==> config.mk <==
export PLATFORM = sky130hd
export DESIGN_NAME = v_leaky_relu
export DESIGN_NICKNAME = d
export VERILOG_FILES = /design/src/rtl/nn_pkg.sv /design/src/rtl/v_leaky_relu.sv
export SDC_FILE = /design/constraint.sdc
export NUM_CORES = 1
export LEC_CHECK = 0
export ABC_AREA = 1
export CAP_MARGIN = 10
export CORE_MARGIN = 1
export CORE_UTILIZATION = 35
export CTS_BUF_LIST = sky130_fd_sc_hd__clkbuf_4
export CTS_CLUSTER_SIZE = 8
export DETAILED_ROUTE_END_ITERATION = 7
export PLACE_DENSITY = 0.67
export SYNTH_ARGS = -nofsm -noshare
export SYNTH_HDL_FRONTEND = slang
export SYNTH_SLANG_ARGS = --single-unit
==> constraint.sdc <==
create_clock -name clk_in -period 3.45 [get_ports clk_in]
set_input_delay 1.035 -clock clk_in [delete_from_list [all_inputs] [get_ports clk_in]]
set_output_delay 1.035 -clock clk_in [all_outputs]
set_load 0.1 [all_outputs]
==> src/rtl/nn_pkg.sv <==
// Shared definitions for the activation stages: FSM state encoding, FIFO timing
// constant and the scalar leaky-ReLU transfer function.
package nn_pkg;

  typedef enum logic [2:0] {IDLE, FETCH, LOAD, WRITE, DONE} state_e;

  localparam int RD_LATENCY = 1;

  // 32-bit working width covers any NBits we instantiate; callers sign-extend in and truncate out.
  function automatic logic signed [31:0] leaky_relu(logic signed [31:0] x, int shift, int clamp);
    if (x < 0) return x >>> shift;
    else if (x > clamp) return clamp;
    else return x;
  endfunction

endpackage

==> src/rtl/v_leaky_relu.sv <==
// Chunked saturating leaky-ReLU stage: pulls a vector from the upstream FIFO
// WorkingRegs lanes at a time, activates each lane and pushes it downstream.
module v_leaky_relu
  import nn_pkg::*;
#(
  parameter int InVecLength = 11,
  parameter int WorkingRegs = 11,
  parameter int NBits       = 12,
  parameter int LeakShift   = 3,
  parameter int ClampMax    = 2047
) (
  input  logic                                  clk_in,
  input  logic                                  rst_in,
  input  logic                                  in_data_ready,
  input  logic [WorkingRegs-1:0][NBits-1:0]     in_data,
  output logic                                  req_chunk_in,
  output logic [WorkingRegs-1:0][NBits-1:0]     write_out_data,
  output logic                                  req_chunk_out,
  output logic                                  out_vector_valid,
  output logic                                  module_ready
);

  localparam int NCHUNK = InVecLength / WorkingRegs;
  localparam int CW     = (NCHUNK > 1) ? $clog2(NCHUNK) : 1;
  localparam logic [CW-1:0] LAST = CW'(NCHUNK - 1);

  if ((InVecLength % WorkingRegs) != 0 || InVecLength < WorkingRegs) begin : g_bad_len
    $error("InVecLength must be a non-zero multiple of WorkingRegs");
  end
  if (LeakShift < 0 || LeakShift > NBits - 1) begin : g_bad_shift
    $error("LeakShift out of range");
  end
  // LOAD samples rd_data exactly one cycle after FETCH issues rd_en.
  if (RD_LATENCY != 1) begin : g_bad_lat
    $error("FSM assumes a FIFO read latency of one cycle");
  end

  logic [WorkingRegs-1:0][NBits-1:0] lane_y;

  for (genvar i = 0; i < WorkingRegs; i++) begin : g_lane
    logic signed [NBits-1:0] xi;
    assign xi        = in_data[i];
    assign lane_y[i] = NBits'(leaky_relu(32'(xi), LeakShift, ClampMax));
  end

  state_e                            state_q, state_d;
  logic [CW-1:0]                     cnt_q, cnt_d;
  logic [WorkingRegs-1:0][NBits-1:0] wr_q, wr_d;
  logic                              rin_q, rin_d;
  logic                              rout_q, rout_d;
  logic                              ovv_q, ovv_d;
  logic                              rdy_q, rdy_d;

  // Outputs are computed for the state being entered so they register in step with it.
  always_comb begin
    state_d = state_q;
    cnt_d   = cnt_q;
    wr_d    = wr_q;
    rin_d   = 1'b0;
    rout_d  = 1'b0;
    ovv_d   = 1'b0;
    rdy_d   = rdy_q;
    case (state_q)
      IDLE: if (in_data_ready) begin
        state_d = FETCH;
        rin_d   = 1'b1;
        rdy_d   = 1'b0;
      end
      FETCH: state_d = LOAD;
      LOAD: begin
        wr_d    = lane_y;
        rout_d  = 1'b1;
        state_d = WRITE;
      end
      WRITE: if (cnt_q == LAST) begin
        ovv_d   = 1'b1;
        state_d = DONE;
      end else begin
        cnt_d   = cnt_q + CW'(1);
        rin_d   = 1'b1;
        state_d = FETCH;
      end
      DONE: begin
        cnt_d   = '0;
        rdy_d   = 1'b1;
        state_d = IDLE;
      end
      default: begin
        cnt_d   = '0;
        rdy_d   = 1'b1;
        state_d = IDLE;
      end
    endcase
  end

  always_ff @(posedge clk_in or negedge rst_in) begin
    if (!rst_in) begin
      state_q <= IDLE;
      cnt_q   <= '0;
      wr_q    <= '0;
      rin_q   <= 1'b0;
      rout_q  <= 1'b0;
      ovv_q   <= 1'b0;
      rdy_q   <= 1'b1;
    end else begin
      state_q <= state_d;
      cnt_q   <= cnt_d;
      wr_q    <= wr_d;
      rin_q   <= rin_d;
      rout_q  <= rout_d;
      ovv_q   <= ovv_d;
      rdy_q   <= rdy_d;
    end
  end

  assign req_chunk_in     = rin_q;
  assign req_chunk_out    = rout_q;
  assign write_out_data   = wr_q;
  assign out_vector_valid = ovv_q;
  assign module_ready     = rdy_q;

endmodule
Word level (Yosys, flattened, before mapping)
Index checks and enable logic that the tools add are counted.
{ "op_classes": {"muxes": 35, "magnitude_cmp": 22, "addsub": 1, "bitwise_logic": 1, "reduce_logical": 4, "n_eq_ne": 4} }
{ "op_table": {"columns": ["cell", "count"], "rows": [
  ["$mux W12", 22],
  ["$gt A12 B12 Y1 const B", 11],
  ["$lt A12 B1 Y1 const B", 11],
  ["$pmux W3 S4", 1],
  ["$mux W1", 7],
  ["$eq A3 B2 Y1 const B", 2],
  ["$mux W3", 2],
  ["$pmux W1 S2", 3],
  ["$reduce_or A3 Y1", 2],
  ["$eq A3 B1 Y1 const B", 1],
  ["$logic_not A3 Y1", 1],
  ["$ne A2 B2 Y1 const B", 1],
  ["$reduce_and A2 Y1", 1],
  ["$add A1 B1 Y1 const B", 1],
  ["$not A1 Y1", 1]
]} }
{ "totals": {"word_cells": 84, "register_bits": 140} }

Longest topological paths before layout
Gate-level depths: netlist of run 1.
{ "logic_depth": {"word_depth": 4, "ltp_mapped": 7} }

Worst setup path after synthesis of run 1
OpenSTA, ideal clock, no wires.
{ "synth_timing": {"path_type": "reg-to-output", "from": "register wr_q, in the netlist write_out_data[0]", "to": "output write_out_data[0] in the netlist's numbering", "t_arrival_ps": 898, "n_path_buf": 0, "stages_incl_launch_ff": 1, "path_slack_ps": 1517, "cell_sequence": "dfrtp_1"} }
{ "synth_lines": {"columns": ["element", "line_no", "source"], "rows": [
  ["start, declared", "v_leaky_relu.sv:48", "logic [WorkingRegs-1:0][NBits-1:0] wr_q, wr_d;"],
  ["start signal, assigned", "v_leaky_relu.sv:108", "wr_q <= wr_d;"],
  ["end, declared", "v_leaky_relu.sv:17", "output logic [WorkingRegs-1:0][NBits-1:0] write_out_data,"]
]} }
No word-level cell between the ends.

Final worst setup path of run 1
{ "layout_timing": {"from": "register rdy_q, in the netlist module_ready", "to": "output module_ready"} }
{ "layout_lines": {"columns": ["element", "line_no", "source"], "rows": [
  ["start, declared", "v_leaky_relu.sv:52", "logic rdy_q, rdy_d;"],
  ["start signal, assigned", "v_leaky_relu.sv:112", "rdy_q <= rdy_d;"],
  ["end, declared", "v_leaky_relu.sv:20", "output logic module_ready"]
]} }
No word-level cell between the ends.

==> results of run 1 <==
[kinds of logic (layout without fill, tap and decap cells)]
group | count (synthesis) | in the layout | share of synthesized area [%]
flip-flops | 139 | 139 | 52.3
AND/OR/NAND/NOR | 707 | 707 | 40.9
buffers and inverters | 103 | 360 | 6.77
[worst reg2reg max path: stages (launching register included)]
cell and delay (ns):
dfrtp_1 0.50, nor2_4 0.08, nand2_4 0.59, buf_4 0.45, nand2_1 0.10, nand2_1 0.07
[layout by cell type, fill, tap and decap left out]
| master | count |
|---|---|
| nand2_1 | 655 |
| buf_4 | 145 |
| dfrtp_1 | 137 |
| clkdlybuf4s50_1 | 133 |
| inv_1 | 48 |
| nand3_1 | 46 |
| clkbuf_4 | 19 |
| clkinvlp_4 | 5 |
| inv_6 | 3 |
| nor2_1 | 2 |
| nor2_4 | 2 |
| bufinv_16 | 2 |
| clkinv_2 | 2 |
| or2_2 | 1 |
| nand2_4 | 1 |
| clkinv_4 | 1 |
| buf_6 | 1 |
| dfstp_2 | 1 |
| buf_12 | 1 |
| dfrtp_2 | 1 |
[cells in the mapped netlist]
library cell / instances
nor2_2: 1
buf_4: 1
nand2_1: 655
inv_1: 48
nor2_1: 3
dfrtp_1: 138
nand2_2: 1
dfstp_2: 1
or2_2: 1
clkbuf_1: 11
nand3_1: 46
buf_6: 1
buf_2: 42
[layout make-up]
class / count / area (um^2) / area share, %
inverters: 48 / 180 / 1.91
clock inverters: 13 / 143 / 1.51
multi-input cells: 707 / 2740 / 29.0
repair buffers: 280 / 2450 / 26.0
clock buffers: 19 / 143 / 1.51
well taps: 234 / 293 / 3.11
flip-flops and latches: 139 / 3480 / 36.9
[metrics by stage]
step	cells	hold WS (ns)	utilization [%]	instance area, um^2
final	1440	0.460	50.6	9430
after global placement	1408	0.456	49.0	9140
after global routing	1440	0.444	50.6	9430
after floorplan	949	0.457	-	6650
after detailed placement	1408	0.459	49.0	9140
after CTS	1440	0.440	50.6	9430
[metal layers]
metal	track usage, %	vias to the layer above
met1	25.8	2998
met4	6.30	0
met3	5.30	20
met5	0	-
met2	32.4	181
li1	-	3313
[sequential cells by signal, summed over array words and instances, names as in the netlist]
name	count
req_chunk_out	1
req_chunk_in	1
out_vector_valid	1
write_out_data	132
state_q	3
module_ready	1
[final timing paths]
path | startpoint | end | depth (start not counted)
setup reg to reg | state_q[0]$_DFFE_PN0P_ | write_out_data[103]$_DFFE_PN0N_ | 5
min in group clk_in | write_out_data[45]$_DFFE_PN0N_ | write_out_data[45]$_DFFE_PN0N_ | 2
max in group asynchronous | rst_in | write_out_data[10]$_DFFE_PN0N_ | 2
setup / recovery | module_ready$_DFFE_PN1P_ | module_ready | 1
hold / removal | rst_in | write_out_data[49]$_DFFE_PN0N_ | 1
hold reg to reg | write_out_data[45]$_DFFE_PN0N_ | write_out_data[45]$_DFFE_PN0N_ | 2
==> metrics.md, run 1 <==
| Metric | Value |
|---|---|
| Status | completed |
| Clock latency on the worst-skew pair | 0.54 ns |
| Final WL | 19100 um |
| CP Buf/Inv Count | 1 |
| Worst hold-check path type | input port to async pin |
| Ys Warns | 0 |
| Area growth, synth to finish | 41.8% |
| Final setup violation count | 0 |
| Tcrit/Tclk final | 69.8% |
| Max-slew headroom | 46.9% |
| Max-Cap Viols | 0 |
| Final GP Congestion | 0.838 |
| Die H | 140 um |
| Remaining global-route overflow | 0 |
| Cells after Synth | 949 |
| Ports | 271 |
| Crit path DAT | 1.37 ns |
| Setup Buffers After CTS | 0 |
| Slowest stage cell, crit path | dfstp_2 |
| Antenna fix cells | 0 |
| CP Capture Type | output pin |
| Clock Skew | 0.0170 ns |
| Max frequency | 415 MHz |
| Reg-to-reg slack, setup | 1.58 ns |
| First-pass GRT wire length | 31100 um |
| Met2 wire len | 8870 um |
| FP Rows | 50 |
| DRT iter0 DRCs | 253 |
| Fin. max-slew vios | 0 |
| Final Hold Fails | 0 |
| Syn_nets | 1084 |
| Core box area | 0.0186 mm^2 |
| Area leader, netlist | dfrtp_1 |
| Top area cells in the synthesized netlist | dfrtp_1, nand2_1, nand3_1, buf_2, inv_1 |
| Final setup TNS | 0 ns |
| Met3 wire len | 1160 um |
| CP Data Required Time | 2.41 ns |
| Layout cells sized above 1 | 15.3% |
| Final nets | 1328 |
| Residual DRC | 0 |
| RSZ-0062 raised after global routing | false |
| Routed met1 length | 8740 um |
| Filler Cells Inserted | 1854 |
| Critical Path Source Type | flip-flop |
| Crit path max-delay family | flip-flops |
| Full die area | 0.0196 mm^2 |
| TritonCTS clock tree | done |
| Slowest stage delay, CP | 0.55 ns |
| Yosys cell types | 13 |
| Post-DP HPWL | 13300 um |
| Number of global-route vias before repair | 6094 |
| Top-area cell type share of the netlist area | 51.9% |
| Clock sinks | 139 |
| DR top layer | met4 |
| Crit Path Category | flip-flop to output pin |
| TritonCTS buffer count | 17 |
| Worst-path fanout max | 2 |
| Initial antenna violation count | 0 |
| Critical Path, Cell by Cell | buf_4 |
| Vias | 6512 |
| Initial Util | 35.7% |
| GRT Resource Usage Total | 19.9% |
| Mean post-synth cell area | 7.01 um^2 |
| Final Worst Setup Slack | 1.04 ns |
| Port Buffers | 270 |
| Place WS | 1.02 ns |
| Yosys reg bits | 139 |
| Clock tree buffer depth | 2 |
| Reg clk slew, reported paths | 0.14 ns |
| Worst Max-Slew Pin Slew | 0.795 ns |
| Post-synthesis sequential area ratio | 52.3% |
| Post-DRT Antenna Nets | 0 |
| Root Driver | clkbuf_4 |
| Router iterations before antenna repair | 5 |
| Final min period | 2.41 ns |
| Largest net degree at the start of global routing | 69 |
| Via density | 4.52 |
| Hold Buf Count CTS | 0 |
| DR WL/cell | 13.3 um |
| Cts repair resizes | 0 |
| Die W | 140 um |
| Number of H-tree levels | 4 |
| Synth Cell Area | 0.00665 mm^2 |
Power of run 1 is not shown: default switching activity piles up to over one toggle a cycle in this logic, so the estimate is an artifact.
==> run 2, diff against run 1 <==
Clock period 3.45 ns to 2.3 ns, I/O delays scaled along.
==> run 2 against run 1 <==
Net effect: worst hold slack better by 0.024 ns; non-clock buffer count is 12 higher; final area is 2.0% higher; critical path depth stayed put; worst setup slack worse by 0.71 ns; wire length hardly changed; first-iteration DRC count is 3.6% lower; critical path type unchanged; count of clock-buffer cells in the layout is 1 lower; core utilization is 1.0 points higher; global-route usage is 0.12 points higher; flip-flop and latch count stayed put; via count is 0.26% higher; critical endpoint unchanged.
==> metrics.md, run 2 (synthesis gave the netlist of run 1 again) <==
| Metric | Value |
|---|---|
| Status | completed (unchanged) |
| Final GP Congestion | 0.808 (was 0.838) |
| Antenna fix cells | 0 (unchanged) |
| Residual DRC | 0 (unchanged) |
| Final setup TNS | 0 ns (unchanged) |
| Remaining global-route overflow | 0 (unchanged) |
| Post-DRT Antenna Nets | 0 (unchanged) |
| Post-DP HPWL | 13500 um (was 13300 um) |
| Clock sinks | 139 (unchanged) |
| WHS Endpoint | write_out_data[21]$_DFFE_PN0N_ |
| Number of H-tree levels | 4 (unchanged) |
| Root Driver | clkbuf_4 (unchanged) |
| Core box area | 0.0186 mm^2 (unchanged) |
| RR Startpoint | state_q[1]$_DFFE_PN0P_ (was state_q[0]$_DFFE_PN0P_) |
| First-pass GRT wire length | 31400 um (was 31100 um) |
| Worst-path fanout max | 2 (unchanged) |
| Final Hold Fails | 0 (unchanged) |
| TritonCTS buffer count | 17 (unchanged) |
| Die H | 140 um (unchanged) |
| Worst reg2reg path depth | 6 (was 5) |
| Crit path max-delay family | flip-flops (unchanged) |
| CP Capture Type | output pin (unchanged) |
| Ports | 271 (unchanged) |
| Filler Cells Inserted | 1916 (was 1854) |
| RR Endpoint | write_out_data[96]$_DFFE_PN0N_ (was write_out_data[103]$_DFFE_PN0N_) |
| Crit path DAT | 1.28 ns (was 1.37 ns) |
| Worst hold-check path type | flip-flop to flip-flop (was input port to async pin) |
| Critical Path Source Type | flip-flop (unchanged) |
| GRT Resource Usage Total | 20.0% (was 19.9%) |
| Max-Cap Viols | 0 (unchanged) |
| Clock latency on the worst-skew pair | 0.54 ns (about the same) |
| Reg clk slew, reported paths | 0.11 ns (was 0.14 ns) |
| RSZ-0062 raised after global routing | false (unchanged) |
| Vias | 6529 (was 6512) |
| Router iterations before antenna repair | 4 (was 5) |
| Number of global-route vias before repair | 6164 (was 6094) |
| Crit Path Category | flip-flop to output pin (unchanged) |
| Setup Buffers After CTS | 0 (unchanged) |
| Slowest stage cell, crit path | dfstp_2 (unchanged) |
| Critical Path, Cell by Cell | buf_12 (was buf_4) |
| Most frequent cells in the layout | nand2_1, buf_4, dfrtp_1, clkdlybuf4s50_1, inv_1 (unchanged) |
| Hold Path Origin | write_out_data[21]$_DFFE_PN0N_ |
| TritonCTS clock tree | done (unchanged) |
| Most common cell after layout, fill and taps aside | nand2_1 (unchanged) |
| Crit path depth | 1 (unchanged) |
| Tcrit/Tclk final | 85.7% |
| Final nets | 1340 (was 1328) |
| Worst Max-Slew Pin Slew | 0.521 ns (was 0.795 ns) |
| Max reg flops | 132 (unchanged) |
| Die W | 140 um (unchanged) |
| Max-slew headroom | 65.3% (was 46.9%) |
| Largest net degree at the start of global routing | 58 (was 69) |
| Cts repair resizes | 0 (unchanged) |
| Port Buffers | 270 (unchanged) |
| Via density | 4.50 (was 4.52) |
| Final WL | 19100 um (about the same) |
| Final min period | 1.97 ns |
| Layout cells sized above 1 | 16.1% (was 15.3%) |
| DRT iter0 DRCs | 244 (was 253) |
| Max frequency | 507 MHz |
| Clock Skew | 0.0209 ns (was 0.0170 ns) |
| DR WL/cell | 13.1 um (was 13.3 um) |
| CP Data Required Time | 1.61 ns (was 2.41 ns) |
| Hold Path Depth | 2 |
| CP Buf/Inv Count | 1 (unchanged) |
| Initial antenna violation count | 0 (unchanged) |
| Full die area | 0.0196 mm^2 (unchanged) |
| Slowest stage delay, CP | 0.58 ns (was 0.55 ns) |
| Area growth, synth to finish | 44.6% (was 41.8%) |
| Initial Util | 35.7% (unchanged) |
| Reg-to-reg slack, setup | 0.64 ns (was 1.58 ns) |
| Fin. max-slew vios | 0 (unchanged) |
| FP Rows | 50 (unchanged) |
| Clock tree buffer depth | 2 (unchanged) |
| Final setup violation count | 0 (unchanged) |
-- run 2: worst max path at each step --
stage	slack [ns]	endpoint	from
5_1_grt	0.24	module_ready	module_ready$_DFFE_PN1P_
3_3_place_gp	0.55	write_out_data[12]$_DFFE_PN0N_	in_data[23]
4_1_cts	0.27	module_ready	module_ready$_DFFE_PN1P_
3_5_place_dp	0.53	write_out_data[85]$_DFFE_PN0N_	in_data[95]
6_report	0.33	module_ready	module_ready$_DFFE_PN1P_
2_1_floorplan	0.71	write_out_data[0]	write_out_data[0]$_DFFE_PN0N_
-- run 2: cell type report --
cell class                 instances  area, um^2  share of cell area [%]
timing repair buffer             292        2590                    27.0
clock inverter                    14         194                    2.02
sequential                       139        3480                    36.2
tap                              234         293                    3.05
multi-input combinational        707        2740                    28.5
clock buffer                      18         135                    1.41
inverter                          48         180                    1.87
-- run 2: timing repair --
action                                  in CTS  in global routing
endpoints found under the setup margin       0                  0
hold buffers                                 1                  0
endpoints found under the hold margin       22                  0
-- run 2: through the flow --
step | instance area (um^2) | cells | util, % | hold WS (ns) | setup slack, ns
finish | 9610 | 1452 | 51.6 | 0.483 | 0.329
detailed placement | 9270 | 1419 | 49.7 | 0.460 | 0.527
floorplan | 6650 | 949 | - | 0.394 | 0.712
global route | 9610 | 1452 | 51.6 | 0.511 | 0.243
global placement | 9270 | 1419 | 49.7 | 0.455 | 0.553
CTS | 9610 | 1452 | 51.6 | 0.488 | 0.265
-- run 2: metal layers --
| layer | global-route usage [%] | share of wire (%) | wire [um] | vias up |
|---|---|---|---|---|
| met2 | 32.3 | 47 | 8910 | 207 |
| met5 | 0 | 0 | 0 | - |
| met4 | 6.02 | 1.4 | 260 | 0 |
| met1 | 26.2 | 45 | 8660 | 2970 |
| li1 | - | - | - | 3332 |
| met3 | 5.54 | 6.6 | 1250 | 20 |
Power of run 2 is left out for the same reason.
==> run 3, diff against run 2 <==
Settings changed: SLEW_MARGIN set to 15.
==> results of run 3 <==
Final layout, timing and power as in run 2 (identical DEF).
Power of run 3 is left out for the same reason.
